$ cat src/rtl/sarlock_key_load_ctrl.sv
`default_nettype none
// ============================================================================
// Module      : sarlock_key_load_ctrl
// Description : Loads an 8-bit SARLock key serially into the key-locked c432
//               netlist, runs a single self-test vector against a golden
//               response and releases functional mode only on a match.
//               Optional LOCKOUT_EN macro: permanent lockout after MAX_FAIL
//               failed checks (exit by rst only).
// Revision    : 1.0 - initial release
// ============================================================================
module sarlock_key_load_ctrl #(
    parameter int                KEY_W    = 8,
    parameter int                IN_W     = 36,
    parameter int                OUT_W    = 7,
    parameter logic [IN_W-1:0]   TEST_VEC = 36'h0_0000_00B3,
    parameter logic [OUT_W-1:0]  EXP_RESP = 7'h00,
    parameter int                SETTLE   = 2,
    parameter int                MAX_FAIL = 3
) (
    input  logic              clk,
    input  logic              rst,
    input  logic              start_i,
    input  logic              key_bit_i,
    input  logic              key_valid_i,
    output logic              key_ready_o,
    output logic [KEY_W-1:0]  key_o,
    output logic              test_mode_o,
    output logic [IN_W-1:0]   test_vec_o,
    input  logic [OUT_W-1:0]  dut_resp_i,
    output logic              busy_o,
    output logic              pass_o,
    output logic              fail_o,
    output logic [3:0]        fail_cnt_o
);

    localparam int               CNT_W         = (KEY_W > 1) ? $clog2(KEY_W) : 1;
    localparam logic [CNT_W-1:0] c_last_bit    = CNT_W'(KEY_W - 1);
    localparam logic [3:0]       c_settle_load = 4'(SETTLE - 1);
`ifdef LOCKOUT_EN
    localparam logic [3:0]       c_max_fail    = 4'(MAX_FAIL);
`endif

    typedef enum logic [2:0] {
        S_IDLE    = 3'd0,
        S_SHIFT   = 3'd1,
        S_SETTLE  = 3'd2,
        S_CHECK   = 3'd3,
        S_ACTIVE  = 3'd4,
        S_FAIL    = 3'd5,
        S_LOCKOUT = 3'd6
    } state_t;

    state_t            r_state;
    logic [CNT_W-1:0]  r_bit_cnt;
    logic [KEY_W-1:0]  r_shadow;
    logic [3:0]        r_settle_cnt;
    logic [KEY_W-1:0]  r_key;
    logic              r_ready;
    logic              r_test_mode;
    logic [IN_W-1:0]   r_test_vec;
    logic              r_busy;
    logic              r_pass;
    logic              r_fail;
    logic [3:0]        r_fail_cnt;

    logic              w_accept;
    logic [KEY_W-1:0]  w_shadow_next;
    logic [3:0]        w_fail_cnt_inc;

    assign w_accept       = key_valid_i & r_ready;
    assign w_fail_cnt_inc = (r_fail_cnt == 4'hF) ? r_fail_cnt : r_fail_cnt + 4'd1;

    // Shadow including the bit on the bus, so the final accept can publish the full key
    always_comb begin
        w_shadow_next            = r_shadow;
        w_shadow_next[r_bit_cnt] = key_bit_i;
    end

    always_ff @(posedge clk) begin
        if (rst) begin
            r_state      <= S_IDLE;
            r_bit_cnt    <= '0;
            r_shadow     <= '0;
            r_settle_cnt <= '0;
            r_key        <= '0;
            r_ready      <= 1'b0;
            r_test_mode  <= 1'b1;
            r_test_vec   <= '0;
            r_busy       <= 1'b0;
            r_pass       <= 1'b0;
            r_fail       <= 1'b0;
            r_fail_cnt   <= 4'd0;
        end else begin
            case (r_state)
                S_IDLE, S_ACTIVE, S_FAIL: begin
                    // key_o keeps its previous value until the new key is complete
                    if (start_i) begin
                        r_state     <= S_SHIFT;
                        r_bit_cnt   <= '0;
                        r_shadow    <= '0;
                        r_ready     <= 1'b1;
                        r_busy      <= 1'b1;
                        r_pass      <= 1'b0;
                        r_fail      <= 1'b0;
                        r_test_mode <= 1'b1;
                    end
                end

                S_SHIFT: begin
                    if (w_accept) begin
                        r_shadow  <= w_shadow_next;
                        r_bit_cnt <= r_bit_cnt + 1'b1;
                        if (r_bit_cnt == c_last_bit) begin
                            r_key        <= w_shadow_next;
                            r_ready      <= 1'b0;
                            r_test_vec   <= TEST_VEC;
                            r_settle_cnt <= c_settle_load;
                            r_state      <= S_SETTLE;
                        end
                    end
                end

                S_SETTLE: begin
                    if (r_settle_cnt == 4'd0) begin
                        r_state <= S_CHECK;
                    end else begin
                        r_settle_cnt <= r_settle_cnt - 4'd1;
                    end
                end

                S_CHECK: begin
                    r_busy <= 1'b0;
                    if (dut_resp_i == EXP_RESP) begin
                        r_pass      <= 1'b1;
                        r_test_mode <= 1'b0;
                        r_test_vec  <= '0;
                        r_state     <= S_ACTIVE;
                    end else begin
                        r_fail      <= 1'b1;
                        r_key       <= '0;
                        r_test_mode <= 1'b1;
                        r_fail_cnt  <= w_fail_cnt_inc;
`ifdef LOCKOUT_EN
                        r_state     <= (w_fail_cnt_inc >= c_max_fail) ? S_LOCKOUT : S_FAIL;
`else
                        r_state     <= S_FAIL;
`endif
                    end
                end

`ifdef LOCKOUT_EN
                S_LOCKOUT: begin
                    r_key       <= '0;
                    r_test_mode <= 1'b1;
                    r_fail      <= 1'b1;
                    r_ready     <= 1'b0;
                end
`endif

                default: begin
                    r_state <= S_IDLE;
                end
            endcase
        end
    end

    assign key_ready_o = r_ready;
    assign key_o       = r_key;
    assign test_mode_o = r_test_mode;
    assign test_vec_o  = r_test_vec;
    assign busy_o      = r_busy;
    assign pass_o      = r_pass;
    assign fail_o      = r_fail;
    assign fail_cnt_o  = r_fail_cnt;

endmodule
`default_nettype wire
$ cat config.mk
export PLATFORM = sky130hd
export DESIGN_NAME = sarlock_key_load_ctrl
export DESIGN_NICKNAME = d
export VERILOG_FILES = /design/src/rtl/sarlock_key_load_ctrl.sv
export SDC_FILE = /design/constraint.sdc
export NUM_CORES = 1
export LEC_CHECK = 0
export ABC_AREA = 1
export CAP_MARGIN = 40
export CORE_MARGIN = 1
export CORE_UTILIZATION = 45
export CTS_CLUSTER_DIAMETER = 60
export DETAILED_ROUTE_END_ITERATION = 12
export GPL_TIMING_DRIVEN = 0
export PLACE_DENSITY = 0.77
export SETUP_SLACK_MARGIN = 0.1
export SLEW_MARGIN = 30
export SYNTH_ARGS = -nofsm -noshare
export SYNTH_HDL_FRONTEND = slang
export SYNTH_SLANG_ARGS = --single-unit
$ cat constraint.sdc
create_clock -name clk -period 3.34 [get_ports clk]
set_clock_uncertainty 0.05 [all_clocks]
set_input_delay 0.835 -clock clk [delete_from_list [all_inputs] [get_ports clk]]
set_output_delay 0.835 -clock clk [all_outputs]
set_load 0.01 [all_outputs]
# Yosys cells after proc, flatten, opt, wreduce, memory -nomap -nowiden
# Cells that the tools add are included.
# word_totals
mem_count,0
input_bits,12
out_inout_bits,53
ff_bits,71
wordCells,92
mem_bits_ro,0
latch_bits,0
ram_bits,0
# classes
bitwise_logic,3
shifts,0
n_eq_ne,14
reduce_logical,19
div_mod_pow,0
magnitude_cmp,2
mul,0
n_mux,39
addsub,3
# op_table
cell,n
$mux 36,3
$pmux 36 s2,1
$mux 8,5
$pmux 8 s2,2
$reduce_and 4->1,5
$mux 3,6
$ne 2x2->1 const B,7
$mux 4,3
$pmux 3 s4,1
$reduce_and 3->1,4
$pmux 1 s2,5
$eq 3x3->1 const B,3
$mux 1,9
$bwmux 8,1
$pmux 4 s2,1
$reduce_bool 2->1,4
$logic_not 7->1,1
$eq 3x2->1 const B,2
$pmux 3 s2,1
$add 4x1->4 const B,1
$eq 4x4->1 const B,1
$logic_not 4->1,1
$lt 3x4->1 const B,1
$sub 4x1->4 const B,1
other kinds (10),11

# Depth between registers and ports, before layout
# Gate-level depths: netlist of run 1.
# logic_depth
depth_word,8
depth_mapped,9
ltp_nobuf,9

# Worst setup path before layout of run 1
# No wires, ideal clock.
# synth_timing
kind,input to register
start,in key_valid_i
end,reg r_key[5] (netlist: key_o[5])
n_path_buf,0
required_ns,3.178
path_stages,7
arrival_ns,1.562
slack_ns,1.617
cell_sequence,nand2_1 > nor2_8 > nand2_8 > nand2_8 > inv_6 > nor2_2 > nor2_1
# synth_via
elab_chain_cells,3
# synth_lines
item,line_no,text
"start, declared",24,"input logic key_valid_i,"
$and 1x1->1,70,assign w_accept = key_valid_i & r_ready;
$ne 2x2->1 (no line),--,
$reduce_and 4->1 (no line),--,
"end signal, assigned",114,r_key <= w_shadow_next;
"end, declared",57,logic [KEY_W-1:0] r_key;
# No other way between the ends.
# A chain may end at the register's enable or synchronous reset.

# Final worst setup path of run 1
# layout_timing
start,reg r_test_vec[5] (netlist: test_vec_o[5])
end,out test_vec_o[5]
# layout_lines
item,line_no,text
"start, declared",60,logic [IN_W-1:0] r_test_vec;
"start signal, assigned",88,r_test_vec <= '0;
"start signal, assigned",116,r_test_vec <= TEST_VEC;
"start signal, assigned",136,r_test_vec <= '0;
"end, declared",28,"output logic [IN_W-1:0] test_vec_o,"
# No word-level cell between the ends.

==> flow_metrics.py, run 1 <==
metrics = {
    "synthesis": {
        "synth_cells": 308,
        "seq_area_frac_synth_pct": 33.0,
        "synth.avg_cell_area_um2": 7.10,
        "synth_area_um2": 2190,
        "yosys_warnings": 0,
        "ys_seq_elements": 36,
        "synth_cell_types": 27,
    },
    "cts": {
        "clockBufferDepth": 2,
        "cts_made_buffers": 5,
        "postCtsHoldBufs": 0,
        "cts.clk_slew.worst_paths_ps": 70,
        "cts_tree": "built",
        "ctsResizeCount": 0,
        "cts-htree-levels": 2,
        "post-cts-setup-buffer-count": 0,
        "clock_latency_ps": 290,
        "root_buffer": "clkbuf_8",
        "clkSinkCount": 36,
    },
    "drt": {
        "met1_length_um": 2160,
        "initialDrtViolationCount": 85,
        "detail_route.first_pass.iterations": 4,
        "via_per_inst": 4.54,
        "vias": 1957,
        "wl_per_cell_um": 10.3,
        "ant_nets": 0,
        "finalWirelength_um": 4430,
        "top_layer_used": "met4",
        "wl_met2_um": 1980,
        "wl_met3_um": 218,
        "drcViolationCount": 0,
    },
    "placement": {
        "gp_congestion": 0.856,
        "dp.cells": 423,
        "hpwlAfterDp_um": 3400,
        "io_buffer_count": 33,
    },
    "timing": {
        "post-route-period-util_pct": 67.5,
        "max_slew_margin_pct": 64.5,
        "finalSetupTns_ps": 0,
        "worst_slew_pin_slew_ps": 533,
        "rsz0062_at_grt": "no",
        "setup_viol": 0,
        "final_max_slew_viol_count": 0,
        "max_freq_mhz": 444,
        "final.min_clock_period_ps": 2250,
        "hold_viol": 0,
    },
    "worst_setup_path": {
        "reg2reg_slack_ps": 1540,
        "critPathMaxStageDelay_ps": 530,
        "cp_slowest_cell": "clkdlybuf4s50_1",
        "crit_type": "flop to output port",
        "reg2reg_from": "r_bit_cnt[0]$_SDFFE_PP0P_",
        "startpoint_type": "flop",
        "path_buf_inv": 2,
        "reg2reg_depth": 7,
        "crit_path_cell_trace": "buf_4 -> clkdlybuf4s50_1",
        "crit_family": "buffers and inverters",
        "worstPathRequired_ps": 2450,
        "worst-path-max-fanout": 6,
        "arrival_ps": 1370,
        "critPathCaptureType": "output port",
        "reg2reg_to": "r_state[2]$_SDFFE_PP0P_",
    },
    "floorplanning": {
        "core.rowCount": 24,
        "die_w_um": 71.7,
        "ios": 65,
        "chipHeight_um": 71.7,
        "core-area_um2": 4500,
        "dieArea_um2": 5140,
        "initial_core_util_pct": 48.5,
    },
    "global_route": {
        "grt_max_degree": 12,
        "overflow": 0,
        "grt_pass1_wl_um": 7630,
        "grt_pass1_vias": 1721,
        "grt_usage_pct": 18.8,
        "antenna_found_initial": 0,
    },
    "layout": {
        "nFillCells": 414,
        "diodes": 0,
        "fin_cells": 431,
        "area_growth_pct": 28.2,
        "nNetsFinal": 394,
        "drive_above_1_share_pct": 17.2,
    },
    "power": {
        "ir_worst_vdd_mv": 0.359,
        "p_per_area_nw_per_um2": 514,
        "leakagePower_uw": 0.00134,
    },
    "hold_path": {
        "holdPathStages": 2,
        "hold_path_class": "flop to flop",
        "min_to": "pass_o$_SDFFE_PP0P_",
        "min-delay-start": "pass_o$_SDFFE_PP0P_",
    },
    "job": {
        "drv_cap": 0,
    },
    "run_status": {
        "status": "completed",
    },
}
tightest hold or removal path: cells and delay by family (launching register included):
family,cells,cell delay (ps)
buffers and inverters,1,50
DFF,1,310
AOI/OAI and AO/OA,1,50
how the worst max path moves through the flow:
stage	startpoint	endpoint	slack, ps	cells after the start
finish	test_vec_o[5]$_SDFFE_PP0P_	test_vec_o[5]	1090	2
CTS	test_vec_o[5]$_SDFFE_PP0P_	test_vec_o[5]	1070	2
global placement	rst	r_shadow[4]$_SDFFE_PP0P_	900	4
floorplan	key_valid_i	key_o[5]$_SDFFE_PP0P_	1620	7
detailed placement	rst	r_state[2]$_SDFFE_PP0P_	890	4
global route	test_vec_o[5]$_SDFFE_PP0P_	test_vec_o[4]	1010	2
area by class of cell:
cell class	instances	area (um^2)	area share, %
plain buffers	38	275	9.83
clock buffers	6	72.6	2.59
clock inverters	2	35.0	1.25
inverters	33	129	4.60
multi-input cells	231	1170	41.9
flip-flops and latches	36	721	25.7
well taps	52	65.1	2.32
repair buffers	33	330	11.8
synth_stat cells:
cell type / number / area share, %
nand2_8: 2 / 1.8
nand2_4: 2 / 1.0
inv_1: 28 / 4.8
inv_6: 1 / 0.40
xor2_1: 1 / 0.40
clkbuf_1: 2 / 0.34
xnor2_1: 2 / 0.80
buf_4: 35 / 12
o21ai_2: 1 / 0.40
ha_1: 4 / 2.3
nand2_1: 66 / 11
nand4_1: 3 / 0.86
a21oi_1: 20 / 4.6
nor2_8: 2 / 1.8
o21ai_0: 14 / 3.2
nor2_1: 40 / 6.9
nand3b_1: 7 / 2.4
buf_2: 1 / 0.23
nor2_2: 5 / 1.4
dfxtp_1: 36 / 33
inv_2: 4 / 0.69
nand3_1: 23 / 5.3
nor3_1: 2 / 0.46
conb_1: 1 / 0.17
o211ai_1: 1 / 0.34
o21ai_4: 2 / 1.5
nor2_4: 3 / 1.5
registers in the layout (all words and copies together), names as in the netlist, 3 cells and up:
signal / flops
r_bit_cnt: 3
key_o: 8
r_state: 3
r_settle_cnt: 4
fail_cnt_o: 4
r_shadow: 8
metal layers:
layer / up-vias / GRT usage, %
li1: 1049 / -
met1: 847 / 23.7
met2: 54 / 30.7
met3: 7 / 4.22
met4: 0 / 8.50
met5: - / 0
through the flow:
| step | setup slack (ps) | cell area [um^2] | utilization [%] | hold slack [ps] | power [uW] |
|---|---|---|---|---|---|
| finish | 1090 | 2800 | 62.2 | 407 | 1440 |
| global route | 1010 | 2800 | 62.2 | 430 | 1540 |
| global placement | 897 | 2690 | 59.8 | 386 | 1050 |
| detailed placement | 887 | 2690 | 59.8 | 398 | 1060 |
| CTS | 1070 | 2800 | 62.2 | 409 | 1440 |
| floorplan | 1620 | 2300 | - | 389 | 934 |
kinds of logic after synthesis:
group,after synthesis,share of synthesized area (%)
AND/OR/NAND/NOR,155,34.9
buffers and inverters,71,18.5
AO/OA/AOI/OAI,38,10.0
flip-flops,36,33.0
adder cells (fa/ha/maj),4,2.29
XOR/XNOR,3,1.20
other,1,0.172
power by group:
| group | internal (uW) | switching [uW] |
|---|---|---|
| sequential | 488 | 44.0 |
| clock | 222 | 157 |
| combinational | 205 | 325 |
placed cells by master (no fill, tap or decap):
cell type        count
buf_2                1
ha_1                 4
o21ai_4              2
buf_4               35
nand2_4              2
xor2_1               1
dfxtp_1             36
nor2_4               3
nand3b_1             7
o211ai_1             1
nand2_8              2
a21oi_1             20
nand2_1             66
nand4_1              3
clkbuf_1             3
clkinv_2             1
clkdlybuf4s50_1     33
xnor2_1              2
nor2_8               2
bufinv_16            1
o21ai_2              1
conb_1              31
nor2_2               5
inv_6                1
nor3_1               2
inv_1               28
nand3_1             23
clkbuf_8             5
nor2_1              40
o21ai_0             14
inv_2                4
(Power assumes the default switching activity.)
==> inputs of run 2 (changes only) <==
==> constraint.sdc (replaced) <==
create_clock -name clk -period 2.1 [get_ports clk]
set_clock_uncertainty 0.05 [all_clocks]
set_input_delay 0.525 -clock clk [delete_from_list [all_inputs] [get_ports clk]]
set_output_delay 0.525 -clock clk [all_outputs]
set_load 0.01 [all_outputs]
==> flow_metrics.py, run 2 (synthesis results as in run 1) <==
metrics = {
    "run_status": {
        "status": "completed",
    },
    "worst_setup_path": {
        "reg2reg_from": "r_bit_cnt[0]$_SDFFE_PP0P_",
        "worstPathRequired_ps": 1520,
        "reg2reg_depth": 7,
        "startpoint_type": "flop",
        "crit_type": "flop to output port",
        "reg2reg_to": "r_state[2]$_SDFFE_PP0P_",
        "arrival_ps": 1300,
        "crit_path_end": "test_vec_o[5]",
        "critPathLaunch": "test_vec_o[5]$_SDFFE_PP0P_",
        "reg2reg_slack_ps": 300,
        "critPathCaptureType": "output port",
        "worst-path-max-fanout": 6,
    },
    "floorplanning": {
        "dieArea_um2": 5140,
        "core.rowCount": 24,
        "chipHeight_um": 71.7,
        "initial_core_util_pct": 48.5,
        "core-area_um2": 4500,
        "die_w_um": 71.7,
        "ios": 65,
    },
    "global_route": {
        "overflow": 0,
        "grt_usage_pct": 18.8,
        "grt_pass1_vias": 1721,
        "grt_max_degree": 12,
        "antenna_found_initial": 0,
        "grt_pass1_wl_um": 7630,
    },
    "cts": {
        "clkSinkCount": 36,
        "cts-htree-levels": 2,
        "clock_latency_ps": 290,
        "cts_made_buffers": 5,
        "clockBufferDepth": 2,
        "root_buffer": "clkbuf_8",
        "cts_tree": "built",
        "post-cts-setup-buffer-count": 0,
        "cts.clk_slew.worst_paths_ps": 70,
    },
    "drt": {
        "via_per_inst": 4.54,
        "wl_per_cell_um": 10.3,
        "initialDrtViolationCount": 85,
        "finalWirelength_um": 4430,
        "vias": 1957,
        "ant_nets": 0,
        "detail_route.first_pass.iterations": 4,
        "drcViolationCount": 0,
    },
    "power": {
        "ir_worst_vdd_mv": 0.571,
        "leakagePower_uw": 0.00134,
        "p_per_area_nw_per_um2": 817,
    },
    "layout": {
        "nNetsFinal": 394,
        "drive_above_1_share_pct": 17.4,
        "layout_commonest_cell": "nand2_1",
        "layout_common_cells": "nand2_1 (66), nor2_1 (40), buf_4 (35), dfxtp_1 (35), clkdlybuf4s50_1 (33)",
        "diodes": 0,
        "area_growth_pct": 28.2,
        "finalInstanceArea_um2": 2800,
    },
    "timing": {
        "final.min_clock_period_ps": 1880,
        "final_max_slew_viol_count": 0,
        "max_slew_margin_pct": 64.5,
        "post-route-period-util_pct": 89.5,
        "worst_slew_pin_slew_ps": 533,
        "finalSetupTns_ps": 0,
        "max_freq_mhz": 532,
        "rsz0062_at_grt": "no",
        "hold_ws_ps": 407,
        "setup_viol": 0,
        "hold_viol": 0,
    },
    "placement": {
        "postPlaceCellArea_um2": 2690,
        "gp_congestion": 0.856,
        "hpwlAfterDp_um": 3400,
        "io_buffer_count": 33,
    },
    "job": {
        "drv_cap": 0,
    },
    "hold_path": {
        "hold_path_class": "flop to flop",
    },
}
==> run 2: worst min-delay path by stage <==
stage | slack [ps] | startpoint | end | cells after the start
2_1_floorplan | 390 | r_shadow[7]$_SDFFE_PP0P_ | r_shadow[7]$_SDFFE_PP0P_ | 2
3_3_place_gp | 390 | pass_o$_SDFFE_PP0P_ | pass_o$_SDFFE_PP0P_ | 2
3_5_place_dp | 400 | pass_o$_SDFFE_PP0P_ | pass_o$_SDFFE_PP0P_ | 2
4_1_cts | 410 | pass_o$_SDFFE_PP0P_ | pass_o$_SDFFE_PP0P_ | 2
5_1_grt | 430 | pass_o$_SDFFE_PP0P_ | pass_o$_SDFFE_PP0P_ | 2
6_report | 410 | pass_o$_SDFFE_PP0P_ | pass_o$_SDFFE_PP0P_ | 2
==> run 2: area by class of cell <==
class,count,area (um^2)
plain buffers,38,275
inverters,33,129
clock inverters,2,35.0
multi-input cells,231,1170
clock buffers,6,72.6
well taps,52,65.1
repair buffers,33,330
fillers,416,1700
flip-flops and latches,36,722
==> run 2: worst max-delay path, stage by stage (launching register included) <==
cell and delay (ps):
dfxtp_2 370, buf_4 110, clkdlybuf4s50_1 530
==> run 2: where the power goes <==
| part | total, uW | internal, uW | leakage, uW | switching, uW |
|---|---|---|---|---|
| Sequential | 847 | 777 | 0.000293 | 70.0 |
| Clock | 601 | 352 | 0.0000552 | 249 |
| Combinational | 842 | 326 | 0.000989 | 516 |
==> run 2: per-layer routing <==
metal  vias to the layer above  global-route usage (%)  part of all wire [%]
met5                         -                       0                     0
met4                         0                    8.50                   1.7
met3                         7                    4.22                   4.9
met2                        54                    30.7                    45
met1                       847                    23.7                    49
li1                       1049                       -                     -
==> run 2: timing repair <==
item,CTS,global route
gates resized for setup,0,1
hold buffers,0,0
endpoints found under the setup margin,0,4
==> run 2: stage by stage <==
step	setup slack [ps]	total power (uW)	std cells	util, %
3_5_place_dp	-43.1	1690	423	59.8
4_1_cts	135	2300	431	62.2
5_1_grt	126	2450	431	62.2
3_3_place_gp	-33.0	1670	423	59.8
6_report	221	2290	431	62.2
2_1_floorplan	532	1490	338	-
==> inputs of run 3 (changes only) <==
--- a/config.mk
+++ b/config.mk
@@ -13,7 +13,7 @@
 export DETAILED_ROUTE_END_ITERATION = 12
 export GPL_TIMING_DRIVEN = 0
 export PLACE_DENSITY = 0.77
-export SETUP_SLACK_MARGIN = 0.1
+export SETUP_SLACK_MARGIN = 0.05
 export SLEW_MARGIN = 30
 export SYNTH_ARGS = -nofsm -noshare
 export SYNTH_HDL_FRONTEND = slang
==> constraint.sdc (replaced) <==
create_clock -name clk -period 1.95 [get_ports clk]
set_clock_uncertainty 0.05 [all_clocks]
set_input_delay 0.4875 -clock clk [delete_from_list [all_inputs] [get_ports clk]]
set_output_delay 0.4875 -clock clk [all_outputs]
set_load 0.01 [all_outputs]
==> flow_metrics.py, run 3 (synthesis results as in run 1) <==
metrics = {
    "power": {
        "leakagePower_uw": 0.00133,
        "p_per_area_nw_per_um2": 879,
        "finalPower_uw": 2470,
        "ir_worst_vdd_mv": 0.614,
    },
    "drt": {
        "ant_nets": 0,
        "top_layer_used": "met4",
        "finalWirelength_um": 4400,
        "wl_met3_um": 267,
        "vias": 1950,
        "via_per_inst": 4.52,
        "initialDrtViolationCount": 92,
        "met1_length_um": 2080,
        "detail_route.first_pass.iterations": 4,
        "drcViolationCount": 0,
        "wl_per_cell_um": 10.2,
        "wl_met2_um": 1970,
    },
    "timing": {
        "finalSetupTns_ps": 0,
        "rsz0062_at_grt": "no",
        "max_freq_mhz": 543,
        "setup_viol": 0,
        "hold_viol": 0,
        "final_max_slew_viol_count": 0,
        "worst_slew_pin_slew_ps": 529,
        "final.min_clock_period_ps": 1840,
        "post-route-period-util_pct": 94.5,
        "max_slew_margin_pct": 64.8,
    },
    "worst_setup_path": {
        "arrival_ps": 1300,
        "crit_family": "buffers and inverters",
        "critPathCaptureType": "output port",
        "crit_path_cell_trace": "buf_4 -> clkdlybuf4s50_1",
        "worst-path-max-fanout": 6,
        "critPathMaxStageDelay_ps": 530,
        "path_buf_inv": 2,
        "cp_slowest_cell": "clkdlybuf4s50_1",
        "startpoint_type": "flop",
        "crit_type": "flop to output port",
        "worstPathRequired_ps": 1410,
    },
    "cts": {
        "cts_made_buffers": 5,
        "clockBufferDepth": 2,
        "postCtsHoldBufs": 0,
        "clock_latency_ps": 290,
        "cts-htree-levels": 2,
        "root_buffer": "clkbuf_8",
        "cts_tree": "built",
        "clkSinkCount": 36,
        "cts.clk_slew.worst_paths_ps": 70,
    },
    "global_route": {
        "overflow": 0,
        "grt_usage_pct": 18.8,
        "antenna_found_initial": 0,
        "grt_pass1_vias": 1721,
        "grt_pass1_wl_um": 7630,
        "grt_max_degree": 12,
    },
    "job": {
        "drv_cap": 0,
    },
    "layout": {
        "area_growth_pct": 28.4,
        "layout_common_cells": "nand2_1 (66), nor2_1 (40), buf_4 (35)",
        "layout_commonest_cell": "nand2_1",
        "nFillCells": 417,
        "multi_input_area_um2": 1180,
        "fin_cells": 431,
        "nNetsFinal": 394,
        "diodes": 0,
        "regArea_um2": 723,
        "finalInstanceArea_um2": 2810,
        "drive_above_1_share_pct": 17.9,
    },
    "floorplanning": {
        "chipHeight_um": 71.7,
        "initial_core_util_pct": 48.5,
        "core-area_um2": 4500,
        "ios": 65,
        "core.rowCount": 24,
        "die_w_um": 71.7,
        "dieArea_um2": 5140,
    },
    "hold_path": {
        "hold_path_class": "flop to flop",
    },
    "placement": {
        "hpwlAfterDp_um": 3400,
        "postPlaceCellArea_um2": 2690,
        "dp.cells": 423,
        "gp_congestion": 0.856,
        "io_buffer_count": 33,
    },
    "run_status": {
        "status": "completed",
    },
}
## run 3: cell counts in the layout (fill, tap and decap cells not counted)
No cell type changed its count.
## run 3: worst register-to-register path, stage by stage (launching register included)
cell and delay [ps]:
dfxtp_1 430, ha_1 190, ha_2 250, inv_1 70
o21ai_2 260, nand3_1 190, nand2_1 100, a21oi_1 60
## run 3: routing by layer
metal | vias to the layer above | GRT usage (%)
met5 | - | 0
met3 | 7 | 4.22
met1 | 832 | 23.7
li1 | 1051 | -
met4 | 0 | 8.50
met2 | 60 | 30.7
## run 3: final timing paths
path | startpoint | to | slack [ps] | cells past startpoint
worst min register to register | pass_o$_SDFFE_PP0P_ | pass_o$_SDFFE_PP0P_ | 410 | 2
worst max register to register | r_bit_cnt[1]$_SDFFE_PP0P_ | r_state[2]$_SDFFE_PP0P_ | 250 | 7
worst max-delay path | test_vec_o[5]$_SDFFE_PP0P_ | test_vec_o[5] | 110 | 2
worst min-delay path | pass_o$_SDFFE_PP0P_ | pass_o$_SDFFE_PP0P_ | 410 | 2
## run 3: stage by stage
step	hold WS, ps	util [%]	setup WS (ps)
floorplan	389	-	382
global placement	386	59.8	-146
detailed placement	398	59.8	-156
CTS	409	62.2	91.6
global route	430	62.3	54.3
finish	407	62.3	108
## run 3: final cells by class
class	count	share of cell area, %
buffer	38	9.81
timing repair buffer	33	11.8
sequential	36	25.8
multi-input combinational	231	41.9
clock buffer	6	2.59
tap	52	2.32
clock inverter	2	1.25
inverter	33	4.59
## run 3: power by group
part / switching [uW] / internal, uW / total (uW)
registers: 74.5 / 837 / 912
logic: 555 / 351 / 905
clock network: 270 / 379 / 650
## run 3: timing repair
action | 4_1_cts | 5_1_grt
buffers inserted | 0 | 0
endpoints found under the setup margin | 4 | 3
resized for setup | 1 | 2
